## config.mk

```make
export PLATFORM = sky130hd
export DESIGN_NAME = data_cache
export DESIGN_NICKNAME = d
export VERILOG_FILES = /design/src/rtl/data_cache_pkg.sv /design/src/rtl/data_cache_array.sv /design/src/rtl/data_cache.sv
export SDC_FILE = /design/constraint.sdc
export NUM_CORES = 1
export LEC_CHECK = 0
export CELL_PAD_IN_SITES_DETAIL_PLACEMENT = 2
export CELL_PAD_IN_SITES_GLOBAL_PLACEMENT = 2
export CORE_ASPECT_RATIO = 2
export CORE_MARGIN = 3
export CORE_UTILIZATION = 35
export DETAILED_ROUTE_END_ITERATION = 6
export GPL_ROUTABILITY_DRIVEN = 1
export PLACE_DENSITY = 0.79
export SKIP_LAST_GASP = 1
export SLEW_MARGIN = 25
export SYNTH_ARGS = -nofsm -noshare
export SYNTH_HDL_FRONTEND = slang
export SYNTH_HIERARCHICAL = 1
export SYNTH_SLANG_ARGS = --single-unit
```

## constraint.sdc

```tcl
create_clock -name Clk -period 9 [get_ports Clk]
set_input_delay 1.8 -clock Clk [delete_from_list [all_inputs] [get_ports Clk]]
set_output_delay 1.8 -clock Clk [all_outputs]
set_load 0.1 [all_outputs]
```

## src/rtl/data_cache_pkg.sv

```systemverilog
// -----------------------------------------------------------------------------
// data_cache_pkg
// Shared definitions for the direct-mapped, write-through data cache:
//   - default geometry (WORD_SIZE, NUM_LINES, WORDS_PER_LINE) and the address
//     field widths derived from it (OFFSET_BITS, INDEX_BITS, TAG_BITS)
//   - controller state encoding
//   - address-field extraction helpers. The field widths are arguments, so a
//     cache built with non-default geometry can use the same helpers.
// -----------------------------------------------------------------------------
package data_cache_pkg;

    localparam int WORD_SIZE      = 16;
    localparam int NUM_LINES      = 4;
    localparam int WORDS_PER_LINE = 4;

    localparam int OFFSET_BITS = $clog2(WORDS_PER_LINE);
    localparam int INDEX_BITS  = $clog2(NUM_LINES);
    localparam int TAG_BITS    = WORD_SIZE - OFFSET_BITS - INDEX_BITS;

    typedef enum logic [1:0] {
        IDLE  = 2'd0,
        FILL  = 2'd1,
        WRITE = 2'd2,
        WDONE = 2'd3
    } state_t;

    // Low 'bits' bits of a word, all ones.
    function automatic logic [WORD_SIZE-1:0] low_mask(input int bits);
        return (WORD_SIZE'(1) << bits) - WORD_SIZE'(1);
    endfunction

    // Word offset inside the line (right-aligned).
    function automatic logic [WORD_SIZE-1:0] addr_offset(input logic [WORD_SIZE-1:0] addr,
                                                         input int off_bits);
        return addr & low_mask(off_bits);
    endfunction

    // Line index (right-aligned).
    function automatic logic [WORD_SIZE-1:0] addr_index(input logic [WORD_SIZE-1:0] addr,
                                                        input int off_bits,
                                                        input int idx_bits);
        return (addr >> off_bits) & low_mask(idx_bits);
    endfunction

    // Tag: everything above offset and index (right-aligned).
    function automatic logic [WORD_SIZE-1:0] addr_tag(input logic [WORD_SIZE-1:0] addr,
                                                      input int off_bits,
                                                      input int idx_bits);
        return addr >> (off_bits + idx_bits);
    endfunction

    // Address of the first word of the line containing addr.
    function automatic logic [WORD_SIZE-1:0] line_address(input logic [WORD_SIZE-1:0] addr,
                                                          input int off_bits);
        return addr & ~low_mask(off_bits);
    endfunction

endpackage

```

## src/rtl/data_cache_array.sv

```systemverilog
// -----------------------------------------------------------------------------
// cache_tag_data_array
// Valid / tag / data storage for a direct-mapped cache.
// Ports:
//   Clk, Reset                 clock; synchronous active-high reset clears
//                              all valid bits (tags and data are left as is)
//   rd_index -> rd_valid,      combinational read port returning the valid
//   rd_tag, rd_line            bit, tag and whole line of one index
//   fill_en/index/tag/line     full-line fill; sets the valid bit
//   upd_en/index/offset/data   single-word update of a resident line
// -----------------------------------------------------------------------------
module cache_tag_data_array
    import data_cache_pkg::*;
#(
    parameter int WORD_SIZE      = 16,
    parameter int NUM_LINES      = 4,
    parameter int WORDS_PER_LINE = 4
) (
    input  logic                                        Clk,
    input  logic                                        Reset,
    input  logic [$clog2(NUM_LINES)-1:0]                rd_index,
    output logic                                        rd_valid,
    output logic [WORD_SIZE-$clog2(WORDS_PER_LINE)-$clog2(NUM_LINES)-1:0] rd_tag,
    output logic [WORD_SIZE*WORDS_PER_LINE-1:0]         rd_line,
    input  logic                                        fill_en,
    input  logic [$clog2(NUM_LINES)-1:0]                fill_index,
    input  logic [WORD_SIZE-$clog2(WORDS_PER_LINE)-$clog2(NUM_LINES)-1:0] fill_tag,
    input  logic [WORD_SIZE*WORDS_PER_LINE-1:0]         fill_line,
    input  logic                                        upd_en,
    input  logic [$clog2(NUM_LINES)-1:0]                upd_index,
    input  logic [$clog2(WORDS_PER_LINE)-1:0]           upd_offset,
    input  logic [WORD_SIZE-1:0]                        upd_data
);

    localparam int OFF_W  = $clog2(WORDS_PER_LINE);
    localparam int IDX_W  = $clog2(NUM_LINES);
    localparam int TAG_W  = WORD_SIZE - OFF_W - IDX_W;
    localparam int LINE_W = WORD_SIZE * WORDS_PER_LINE;

    logic [NUM_LINES-1:0] valid;
    logic [TAG_W-1:0]     tags  [NUM_LINES];
    logic [LINE_W-1:0]    lines [NUM_LINES];

    assign rd_valid = valid[rd_index];
    assign rd_tag   = tags[rd_index];
    assign rd_line  = lines[rd_index];

    always_ff @(posedge Clk) begin
        if (Reset) begin
            valid <= '0;
        end else if (fill_en) begin
            valid[fill_index] <= 1'b1;
        end
    end

    // Tags and data carry no reset: a line is meaningless until its valid bit
    // is set by a fill, which writes tag and data in the same cycle.
    always_ff @(posedge Clk) begin
        if (fill_en) begin
            tags[fill_index]  <= fill_tag;
            lines[fill_index] <= fill_line;
        end else if (upd_en) begin
            lines[upd_index][upd_offset*WORD_SIZE +: WORD_SIZE] <= upd_data;
        end
    end

endmodule

```

## src/rtl/data_cache.sv

```systemverilog
// -----------------------------------------------------------------------------
// data_cache
// Direct-mapped, write-through, no-write-allocate data cache between the CPU
// data port and a line-wide data memory.
// Ports:
//   Clk, Reset          clock; synchronous active-high reset
//   cpu_read/cpu_write  CPU request (write wins when both are set)
//   cpu_address         word address, cpu_wdata write data
//   cpu_rdata           read data, valid for a read while cache_stall is 0
//   cache_stall         combinational pipeline hold
//   mem_read/mem_write  memory request, held until mem_ack
//   mem_address         line address for reads, word address for writes
//   mem_wdata           write data to memory
//   mem_rline, mem_ack  returned line (word 0 in LSBs) and completion pulse
//   hit_count/miss_count  saturating read hit / miss counters
// -----------------------------------------------------------------------------
module data_cache
#(
    parameter int WORD_SIZE      = 16,
    parameter int NUM_LINES      = 4,
    parameter int WORDS_PER_LINE = 4
) (
    input  logic                                Clk,
    input  logic                                Reset,
    input  logic                                cpu_read,
    input  logic                                cpu_write,
    input  logic [WORD_SIZE-1:0]                cpu_address,
    input  logic [WORD_SIZE-1:0]                cpu_wdata,
    output logic [WORD_SIZE-1:0]                cpu_rdata,
    output logic                                cache_stall,
    output logic                                mem_read,
    output logic                                mem_write,
    output logic [WORD_SIZE-1:0]                mem_address,
    output logic [WORD_SIZE-1:0]                mem_wdata,
    input  logic [WORD_SIZE*WORDS_PER_LINE-1:0] mem_rline,
    input  logic                                mem_ack,
    output logic [15:0]                         hit_count,
    output logic [15:0]                         miss_count
);
    import data_cache_pkg::*;

    localparam int OFF_W  = $clog2(WORDS_PER_LINE);
    localparam int IDX_W  = $clog2(NUM_LINES);
    localparam int TAG_W  = WORD_SIZE - OFF_W - IDX_W;
    localparam int LINE_W = WORD_SIZE * WORDS_PER_LINE;

    state_t state, next_state;

    logic [WORD_SIZE-1:0] addr_q;
    logic [WORD_SIZE-1:0] wdata_q;

    logic [OFF_W-1:0]  req_offset, lat_offset;
    logic [IDX_W-1:0]  req_index, lat_index, rd_index;
    logic [TAG_W-1:0]  req_tag, lat_tag, rd_tag;
    logic              rd_valid;
    logic [LINE_W-1:0] rd_line;
    logic              req_hit, lat_hit;
    logic              latch_en, fill_en, upd_en, hit_inc, miss_inc;

    assign req_offset = OFF_W'(addr_offset(cpu_address, OFF_W));
    assign req_index  = IDX_W'(addr_index(cpu_address, OFF_W, IDX_W));
    assign req_tag    = TAG_W'(addr_tag(cpu_address, OFF_W, IDX_W));
    assign lat_offset = OFF_W'(addr_offset(addr_q, OFF_W));
    assign lat_index  = IDX_W'(addr_index(addr_q, OFF_W, IDX_W));
    assign lat_tag    = TAG_W'(addr_tag(addr_q, OFF_W, IDX_W));

    // The single read port looks up the live CPU address while idle and the
    // latched request address otherwise (write-hit check on ack).
    assign rd_index = (state == IDLE) ? req_index : lat_index;
    assign req_hit  = rd_valid && (rd_tag == req_tag);
    assign lat_hit  = rd_valid && (rd_tag == lat_tag);

    cache_tag_data_array #(
        .WORD_SIZE      (WORD_SIZE),
        .NUM_LINES      (NUM_LINES),
        .WORDS_PER_LINE (WORDS_PER_LINE)
    ) u_array (
        .Clk        (Clk),
        .Reset      (Reset),
        .rd_index   (rd_index),
        .rd_valid   (rd_valid),
        .rd_tag     (rd_tag),
        .rd_line    (rd_line),
        .fill_en    (fill_en),
        .fill_index (lat_index),
        .fill_tag   (lat_tag),
        .fill_line  (mem_rline),
        .upd_en     (upd_en),
        .upd_index  (lat_index),
        .upd_offset (lat_offset),
        .upd_data   (wdata_q)
    );

    always_ff @(posedge Clk) begin
        if (Reset) begin
            state      <= IDLE;
            hit_count  <= 16'd0;
            miss_count <= 16'd0;
        end else begin
            state <= next_state;
            if (hit_inc && hit_count != 16'hFFFF) begin
                hit_count <= hit_count + 16'd1;
            end
            if (miss_inc && miss_count != 16'hFFFF) begin
                miss_count <= miss_count + 16'd1;
            end
        end
    end

    always_ff @(posedge Clk) begin
        if (latch_en) begin
            addr_q  <= cpu_address;
            wdata_q <= cpu_wdata;
        end
    end

    always_comb begin
        next_state  = state;
        cache_stall = 1'b0;
        cpu_rdata   = '0;
        mem_read    = 1'b0;
        mem_write   = 1'b0;
        mem_address = '0;
        mem_wdata   = '0;
        latch_en    = 1'b0;
        fill_en     = 1'b0;
        upd_en      = 1'b0;
        hit_inc     = 1'b0;
        miss_inc    = 1'b0;
        case (state)
            IDLE: begin
                if (cpu_write) begin
                    cache_stall = 1'b1;
                    latch_en    = 1'b1;
                    next_state  = WRITE;
                end else if (cpu_read) begin
                    if (req_hit) begin
                        cpu_rdata = rd_line[req_offset*WORD_SIZE +: WORD_SIZE];
                        hit_inc   = 1'b1;
                    end else begin
                        cache_stall = 1'b1;
                        latch_en    = 1'b1;
                        miss_inc    = 1'b1;
                        next_state  = FILL;
                    end
                end
            end
            FILL: begin
                cache_stall = 1'b1;
                mem_read    = 1'b1;
                mem_address = line_address(addr_q, OFF_W);
                if (mem_ack) begin
                    fill_en    = 1'b1;
                    next_state = IDLE;
                end
            end
            WRITE: begin
                cache_stall = 1'b1;
                mem_write   = 1'b1;
                mem_address = addr_q;
                mem_wdata   = wdata_q;
                if (mem_ack) begin
                    // Write-through: refresh the cached copy only if resident.
                    upd_en     = lat_hit;
                    next_state = WDONE;
                end
            end
            WDONE: begin
                // One unstalled cycle lets the CPU retire the write; returning
                // to IDLE afterwards keeps the same write from being reissued.
                next_state = IDLE;
            end
            default: begin
                next_state = IDLE;
            end
        endcase
    end

endmodule

```

==> flow_summary_export.csv <==
group,metric,value,unit
synthesis,syn_area,16700,µm²
finish,num-fill-cells,4517,
hold_path,min_path_cells,2,
status,run_status,"finished, final reports clean",
timing,slew_violations,0,
finish,finish.net_count,1361,
floorplan,die_y,315,µm
global_route,grt_start_max_net_pins,54,
pwr,leakage,6.72,nW
detailed_routing,first_iter_violations,601,
floorplan,initial_utilization,0.356,
detailed_routing,number_of_remaining_drc_errors,0,
synthesis,synth_async_sr_flop_share,0,
timing,worst_slew_margin_rel,0.282,
synthesis,mappedNetlistNets,1167,
hold_path,hold_wc_path_type,"reg -> reg",
setup_path,cp_data_required_time,7200,ps
clocking,tritoncts_clock_tree,"yes",
pwr,p_per_area,227,nW/µm²
global_route,grt_pass1_wl,77.5,mm
detailed_routing,dr.pass1.iters,5,
synthesis,synth_area_per_cell,15.8,µm²
synthesis,ys_ff_latch,374,
synthesis,ys_top_cells_by_area,"edfxtp_1, mux4_2, dfxtp_1",
global_route,grt_overflow,0,
place,place.gp.congestion,0.754,
clocking,cts_max_path_buffers,3,
clocking,cts.clk_slew.worst_paths,60,ps
synthesis,synth_edf_count,336,
setup_path,timing.reg2reg.worst_path_depth,11,
finish,area_growth,22.6,%
detailed_routing,routed-via-count,10153,
floorplan,core_region_area,46900,µm²
hold_path,timing.hold.worst_endpoint,"u_array/valid[2]",
pwr,power.total,4.65,mW
floorplan,fp.dieArea,50500,µm²
finish,instances_no_fill,1904,
clocking,clkSinkCount,374,
setup_path,r2r-end,"u_array/lines[1][47]",
job,drv_cap,0,
pwr,worst_ir_drop_vdd,0.129,mV
synthesis,post-synth-top-area-fraction,0.604,
timing,tightestPinTransition,1070,ps
synthesis,syn-instance-count,1055,
timing,finalHoldWorstSlack,455,ps
clocking,post_cts_resized,0,
synthesis,synth.distinct_cells,54,
finish,final_util,0.436,
detailed_routing,post_drt_wl_per_cell,27.3,µm
setup_path,worst_path_max_fanout,29,
synthesis,synthFlopType,"edfxtp_1",
setup_path,timing_worst_setup_path_type,"in -> out",
floorplan,boundaryPins,184,
global_route,grt_use_total,0.207,
clocking,skew_pair_late_insertion_delay,540,ps
clocking,cts-buffers-inserted,37,
timing,final.min_clock_period,7070,ps
clocking,clock_root_buffer,"clkbuf_16",
global_route,number_of_global_route_vias_before_repair,11663,
detailed_routing,routed_wl,52.1,mm
timing,timing.setup.tns,0,ps
pwr,p_clk_frac,0.360,
timing,fin_skew,20.4,ps
setup_path,r2r_setup_slack,3600,ps
timing,grt_setup_unrepaired,"false",
timing,max_freq,141,MHz
pwr,power_report.internal_total,3.35,mW
detailed_routing,avgViaCountPerCell,5.33,
hold_path,min_from,"u_array/valid[2]",
place,hpwlAfterDp,35.9,mm
detailed_routing,postRouteAntennaNets,0,
clocking,clock_tree.htree_level_count,2,
synthesis,yosys_warnings,6,
floorplan,die_boundary_width,160,µm
pwr,power.switching,1.31,mW
setup_path,critPathArrivalTime,5270,ps
pwr,power.switching_fraction,0.281,
timing,timing_hold_violations_final,0,
clocking,cts_hold_repair.buffers,0,
finish,drive_gt1_frac,0.179,
pwr,power_frac_comb,0.200,
setup_path,crit-reg2reg-launch,"state[0]",
place,place.detailed.instances,1837,
global_route,number_of_antenna_violations_at_the_first_check_in_global_routing,0,
timing,setup_viol_count_final,0,
setup_path,cp-end-kind,"primary output",
timing,final.period_utilization,0.785,
clocking,post-cts-setup-buffers,0,
pwr,power_frac_seq,0.440,
synthesis,library_cell_with_the_largest_summed_area_after_synthesis,"edfxtp_1",
setup_path,critical_path.startpoint_type,"input pin",
floorplan,num_rows,112,
synthesis,seq_area_frac_synth,0.650,
place,port_buffers,183,
==> logic make-up after synthesis <==
| family | after synthesis | synth area share |
|---|---|---|
| compound gates | 65 | 0.0247 |
| xor+xnor | 24 | 0.0126 |
| fa+ha+maj | 11 | 0.00824 |
| buf+inv | 136 | 0.0411 |
| flops | 374 | 0.650 |
| mux | 173 | 0.174 |
| simple gates | 272 | 0.0893 |
==> worst max-delay path, stage by stage <==
cell and delay, ps:
clkdlybuf4s50_1 480, mux2_4 560, mux4_2 630, xnor2_1 390
nand4_1 190, nor4_2 280, buf_4 320, and3_1 290
buf_4 320
==> registers in the layout (all words and copies together), names as in the netlist <==
| register | flops |
|---|---|
| addr_q | 16 |
| hit_count | 16 |
| wdata_q | 16 |
| state | 2 |
| u_array/lines | 256 |
| miss_count | 16 |
| u_array/tags | 48 |
| u_array/valid | 4 |
==> per-layer routing <==
metal | part of all wire | wire, µm | GRT usage
met1 | 0.35 | 18400 | 0.224
met2 | 0.58 | 30200 | 0.409
met3 | 0.036 | 1880 | 0.0255
met4 | 0.031 | 1640 | 0.0701
met5 | 0 | 0 | 0
==> power groups by stage <==
stage / clock (mW) / sequential [mW] / combinational (mW)
after global routing: 1.78 / 2.06 / 0.990
final: 1.68 / 2.05 / 0.930
after CTS: 1.72 / 2.05 / 0.949
after detailed placement: 0 / 2.09 / 0.944
after global placement: 0 / 2.08 / 0.912
after floorplan: 0 / 2.06 / 0.652
==> metrics by stage <==
stage	cell area, µm²	setup WS (ps)
6_report	20500	1930
2_1_floorplan	16700	642
3_3_place_gp	19200	1580
3_5_place_dp	19200	1580
5_1_grt	20500	1630
4_1_cts	20500	1560
==> layout make-up <==
class                   count  area [µm²]  share of cell area
multi-input cells         545        5220               0.255
well taps                 627         785              0.0383
inverters                  80         300              0.0147
clock buffers              44         995              0.0486
diodes                      1        2.50            0.000122
flip-flops and latches    374       10900               0.530
repair buffers            211        2010              0.0982
clock inverters            22         309              0.0151
==> worst max-delay path by stage <==
stage	cells after the start	start	end	slack [ps]
2_1_floorplan	10	cpu_address[2]	cache_stall	640
3_3_place_gp	9	cpu_address[2]	cache_stall	1580
3_5_place_dp	9	cpu_address[2]	cache_stall	1580
4_1_cts	9	cpu_address[2]	cache_stall	1560
5_1_grt	9	cpu_address[2]	cpu_rdata[10]	1630
6_report	9	cpu_address[2]	cpu_rdata[10]	1930
==> Yosys cell counts (all sizes together) (7+ instances only) <==
cell type and number:
nor4 9, nand4 15, buf 31, a21oi 19, nand2 83, clkbuf 25
nor2b 14, mux4 93, mux2i 66, ha 11, nor2 26, mux2 14
xnor2 24, nor3 7, nand3 20, or4 16, nand2b 7, edfxtp 336
inv 80, o21ai 20, and3 19, dfxtp 38, o31ai 13, and2 34
==> cell usage in the layout (no fill, tap or decap), drive strengths merged, types with 7 or more instances in the layout <==
cell type,count
edfxtp,336
clkdlybuf4s50,165
mux4,93
nand2,83
inv,82
mux2i,66
buf,46
clkbuf,44
dfxtp,38
and2,34
nor2,26
xnor2,24
nand3,20
o21ai,20
and3,19
a21oi,19
or4,16
nand4,15
nor2b,14
mux2,14
o31ai,13
ha,11
nor4,9
clkinv,9
nand2b,7
nor3,7
bufinv,7
(Power assumes the default switching activity.)
